[config.mk]
export PLATFORM = sky130hd
export DESIGN_NAME = signed_number_32_bit_multiplier
export DESIGN_NICKNAME = d
export VERILOG_FILES = /design/src/rtl/signed_number_32_bit_multiplier.sv
export SDC_FILE = /design/constraint.sdc
export NUM_CORES = 1
export LEC_CHECK = 0
export ABC_AREA = 1
export BUFFER_PORTS_ARGS = -buffer_cell sky130_fd_sc_hd__buf_2
export CORE_UTILIZATION = 46
export CTS_BUF_LIST = sky130_fd_sc_hd__clkbuf_8 sky130_fd_sc_hd__clkbuf_16
export DETAILED_ROUTE_END_ITERATION = 6
export MAX_ROUTING_LAYER = met4
export PLACE_DENSITY = 0.67
export SLEW_MARGIN = 15
export SYNTH_ARGS = -nofsm -noshare
export SYNTH_HDL_FRONTEND = slang
export SYNTH_SLANG_ARGS = --single-unit
[constraint.sdc]
create_clock -name clk -period 2.25 [get_ports clk]
set_input_delay 0.45 -clock clk [delete_from_list [all_inputs] [get_ports clk]]
set_output_delay 0.45 -clock clk [all_outputs]
set_load 0.01 [all_outputs]
[src/rtl/signed_number_32_bit_multiplier.sv]
// Sequential signed 32x32->64 shift-add multiplier with start/busy/done handshake.
// Define MUL_EARLY_TERM_EN to stop iterating once the multiplier shift register is empty.
module signed_number_32_bit_multiplier (
    input  logic        clk,
    input  logic        rst,
    input  logic        start,
    input  logic [31:0] multiplicand,
    input  logic [31:0] multiplier,
    output logic [63:0] product,
    output logic        busy,
    output logic        done
);

    typedef enum logic [1:0] {
        IDLE = 2'd0,
        CALC = 2'd1,
        SIGN = 2'd2
    } state_t;

    state_t      state_q;
    logic [63:0] a_q;
    logic [31:0] b_q;
    logic [63:0] acc_q;
    logic [5:0]  cnt_q;
    logic        neg_q;
    logic [63:0] product_q;
    logic        busy_q;
    logic        done_q;

    logic [31:0] mag_a_d;
    logic [31:0] mag_b_d;
    logic [63:0] acc_d;

    // |-2^31| wraps to 32'h8000_0000, which is correct as an unsigned magnitude
    always_comb begin
        mag_a_d = multiplicand[31] ? (32'd0 - multiplicand) : multiplicand;
        mag_b_d = multiplier[31]   ? (32'd0 - multiplier)   : multiplier;
        acc_d   = b_q[0] ? (acc_q + a_q) : acc_q;
    end

    always_ff @(posedge clk) begin
        done_q <= 1'b0;
        if (rst) begin
            state_q   <= IDLE;
            a_q       <= 64'd0;
            b_q       <= 32'd0;
            acc_q     <= 64'd0;
            cnt_q     <= 6'd0;
            neg_q     <= 1'b0;
            product_q <= 64'd0;
            busy_q    <= 1'b0;
        end else begin
            unique case (state_q)
                IDLE: begin
                    if (start) begin
                        a_q     <= {32'd0, mag_a_d};
                        b_q     <= mag_b_d;
                        neg_q   <= multiplicand[31] ^ multiplier[31];
                        acc_q   <= 64'd0;
                        cnt_q   <= 6'd0;
                        busy_q  <= 1'b1;
                        state_q <= CALC;
                    end
                end
                CALC: begin
`ifdef MUL_EARLY_TERM_EN
                    if (b_q == 32'd0) begin
                        state_q <= SIGN;
                    end else begin
                        acc_q <= acc_d;
                        a_q   <= a_q << 1;
                        b_q   <= b_q >> 1;
                        cnt_q <= cnt_q + 6'd1;
                    end
`else
                    acc_q <= acc_d;
                    a_q   <= a_q << 1;
                    b_q   <= b_q >> 1;
                    cnt_q <= cnt_q + 6'd1;
                    if (cnt_q == 6'd31) begin
                        state_q <= SIGN;
                    end
`endif
                end
                SIGN: begin
                    product_q <= neg_q ? (64'd0 - acc_q) : acc_q;
                    done_q    <= 1'b1;
                    busy_q    <= 1'b0;
                    state_q   <= IDLE;
                end
                default: begin
                    state_q <= IDLE;
                end
            endcase
        end
    end

    assign product = product_q;
    assign busy    = busy_q;
    assign done    = done_q;

endmodule

==> flow_metrics.env <==
export IMPL_slowest_delay_ps=390
export IMPL_dpl_cell_count=3977
export IMPL_period_share_pct=96.4
export IMPL_layout_setup_ws_ps=81.3
export IMPL_grt_overflow_total=0
export IMPL_syn_area_per_cell_um2=5.69
export IMPL_place_ws_ps=-54.2
export IMPL_synth_cell_types=48
export IMPL_timing_rr_start="acc_q[46]$_SDFFE_PP0P_"
export IMPL_regToRegSetupSlack_ps=80
export IMPL_core_area_mm2=0.0388
export IMPL_fin_tns_setup_ps=0
export IMPL_path_buf_inv=2
export IMPL_clkLatencyLatePin_ps=580
export IMPL_cts_buffers=28
export IMPL_num_vias=21230
export IMPL_tightest_slew_ps=855
export IMPL_synth_cells=3195
export IMPL_htree_num_levels=1
export IMPL_end_kind="register"
export IMPL_seq_area_frac_synth_pct=25.9
export IMPL_die_w_um=201
export IMPL_layoutNonFillerInstCount=4038
export IMPL_synth_edff_count=0
export IMPL_drive_gt1_share_pct=17.0
export IMPL_drtIter0Drc=1737
export IMPL_async_flop_share_pct=0
export IMPL_crit_type="register to register"
export IMPL_min_period_ps=2170
export IMPL_syn_nets=3330
export IMPL_final_nets=3635
export IMPL_whs_ps=163
export IMPL_port_buffers=132
export IMPL_fmax_ghz=0.461
export IMPL_grt_start_max_net_pins=166
export IMPL_maxSlewViolCount=0
export IMPL_routedWlPerCell_um=16.3
export IMPL_skew_ps=34.2
export IMPL_insertedDiodeCount=0
export IMPL_synth_seq_cells=235
export IMPL_ios=133
export IMPL_cts_tree="yes"
export IMPL_cp_top_family="simple AND/OR/NAND/NOR gates"
export IMPL_rows=72
export IMPL_drtPass1Iterations=6
export IMPL_synthToLayoutAreaGrowth_pct=23.5
export IMPL_synth_area_mm2=0.0182
export IMPL_rsz0062_at_grt="true"
export IMPL_cp_common_cell="nand2_1"
export IMPL_clkSinkCount=235
export IMPL_grt_pass1_vias=19519
export IMPL_routed_via_density=5.26
export IMPL_yosys_warnings=0
export IMPL_die_y_um=201
export IMPL_antenna_found_initial=0
export IMPL_cp_slowest_cell="dfxtp_1"
export IMPL_required_ps=2670
export IMPL_slew_headroom_pct=43.0
export IMPL_ff2ff_path_depth=13
export IMPL_gp_congestion=0.996
export IMPL_grt_pass1_wl_um=103000
export IMPL_final_hold_violation_count=0
export IMPL_utilization_pct=57.9
export IMPL_yosys_most_used_dff="dfxtp_1"
export IMPL_cp_max_fo=4
export IMPL_p_per_area_mw_per_mm2=496
export IMPL_status="complete, no violations"
export IMPL_setup_viol=0
export IMPL_critical_path_cell_chain="ha_1, nand2_1, nor2_2, buf_4, nand2_1, inv_1, nand2_1, nor2_1, nand2_1, nand2_1, nand2_1, nand3_1, a21oi_1"
export IMPL_dpl_hpwl_um=52500
export IMPL_drc=0
export IMPL_start_util_pct=46.8
export IMPL_p_leak_nw=12.0
export IMPL_path_clk_slew_ps=60
export IMPL_cp_startpoint="acc_q[46]$_SDFFE_PP0P_"
export IMPL_timing_rr_end="acc_q[52]$_SDFFE_PP0P_"
export IMPL_hold_class="input port to register"
export IMPL_cts_buffer_depth=3
export IMPL_cp_depth=13
export IMPL_ir_drop_mv=0.683
export IMPL_detail_route_antenna_nets=0
export IMPL_crit_path_start_kind="register"
export IMPL_worstPathArrival_ps=2590
export IMPL_root_buffer="clkbuf_16"
export IMPL_cap_violations=0
export IMPL_dieArea_mm2=0.0403
export IMPL_track_usage_pct=33.0
export IMPL_cp_endpoint="acc_q[52]$_SDFFE_PP0P_"
export IMPL_wirelength_um=65800
## tightest hold or removal path, cell delays in order
cell and delay, ps:
buf_2 110, nand2_1 60, a21oi_1 60
## through the flow
step	area, um2	power (W)
after floorplan	18200	0.00568
after global placement	21000	0.00645
after detailed placement	21000	0.00648
after CTS	21900	0.0111
after global routing	22500	0.0116
final	22500	0.0112
## how the worst min path moves through the flow
stage                                     start                     to  slack, ps  cells after the start
final                           multiplicand[0]    a_q[0]$_SDFFE_PP0P_        160                      3
after global routing            multiplicand[0]    a_q[0]$_SDFFE_PP0P_        190                      3
after CTS                       multiplicand[0]    a_q[0]$_SDFFE_PP0P_        150                      3
after detailed placement  cnt_q[5]$_SDFFE_PP0P_  cnt_q[5]$_SDFFE_PP0P_        450                      1
after global placement    cnt_q[5]$_SDFFE_PP0P_  cnt_q[5]$_SDFFE_PP0P_        450                      1
after floorplan           cnt_q[5]$_SDFFE_PP0P_  cnt_q[5]$_SDFFE_PP0P_        440                      1
## cells by family (layout without fill, tap and decap cells)
group           after synthesis  count (layout)  synth area share, %
flops                       235             235                 25.9
fa+ha+maj                    68              68                 4.72
buf+inv                     610             935                 12.7
compound gates              451             451                 13.7
xor+xnor                     42              42                 2.02
simple gates               1789            1789                 41.0
## synth_stat cells (2+ instances only)
cell type / n / share of area (%)
nand2_1: 1076 / 22
inv_1: 508 / 10
nor2_1: 320 / 6.6
nand3_1: 241 / 6.6
dfxtp_1: 235 / 26
a21oi_1: 234 / 6.4
o21ai_0: 96 / 2.6
ha_1: 67 / 4.6
clkbuf_1: 62 / 1.3
nand4_1: 38 / 1.3
xor2_1: 37 / 1.8
a31oi_1: 33 / 1.1
nor3_1: 30 / 0.83
a22oi_1: 29 / 1.2
or2_2: 22 / 0.76
buf_2: 21 / 0.58
o21ai_1: 18 / 0.50
o211ai_1: 16 / 0.66
buf_1: 13 / 0.27
nand3b_1: 12 / 0.50
nor2_2: 10 / 0.34
nor4_1: 10 / 0.34
nand3_2: 8 / 0.44
nand2_2: 6 / 0.21
inv_2: 5 / 0.10
nor2_4: 5 / 0.31
xnor2_1: 5 / 0.24
nor3_2: 4 / 0.22
o21bai_1: 4 / 0.17
o21a_1: 3 / 0.12
o221ai_1: 3 / 0.14
o31ai_1: 3 / 0.12
a211oi_1: 2 / 0.083
a221oi_1: 2 / 0.096
and3_1: 2 / 0.069
o21ai_2: 2 / 0.096
or2_0: 2 / 0.069
## registers in the layout (all words and copies together) (netlist names)
signal	count
neg_q	1
busy	1
acc_q	64
a_q	64
b_q	32
cnt_q	6
state_q	2
product	64
done	1
## per-layer routing
layer	global-route usage [%]	wire [um]	vias to the layer above
met2	52.5	29200	746
li1	-	-	10708
met5	-	0	-
met1	45.2	29700	9686
met3	2.78	5260	90
met4	8.12	1550	0
## cell usage in the layout, fill, tap and decap left out, types with 55 or more instances in the layout
cell / count
nand2_1: 1048
inv_1: 513
nor2_1: 285
buf_4: 231
nand3_1: 227
a21oi_1: 226
dfxtp_1: 222
buf_2: 131
o21ai_0: 94
ha_1: 55
## area by class of cell
cell class                      instances  area (um2)
Multi-Input combinational cell       2350       11700
Clock buffer                           33         781
Clock inverter                         17         158
Tap cell                              518         648
Fill cell                            4055       16400
Timing Repair Buffer                  371        2560
Sequential cell                       235        4720
Inverter                              514        1930
## repair_timing
item	in CTS	in global routing
setup endpoints to repair	6	63
endpoints found under the hold margin	0	0
resized for setup	6	132
pin swaps	0	11
cloned	0	0
buffers inserted	0	11
hold buffers	0	0
## power breakdown
part	switching (W)	internal [W]	total, W
Combinational	0.00129	0.000739	0.00203
Clock	0.00189	0.00279	0.00467
Sequential	0.000119	0.00434	0.00446
Total	0.00329	0.00786	0.0112
(Power assumes the default switching activity.)
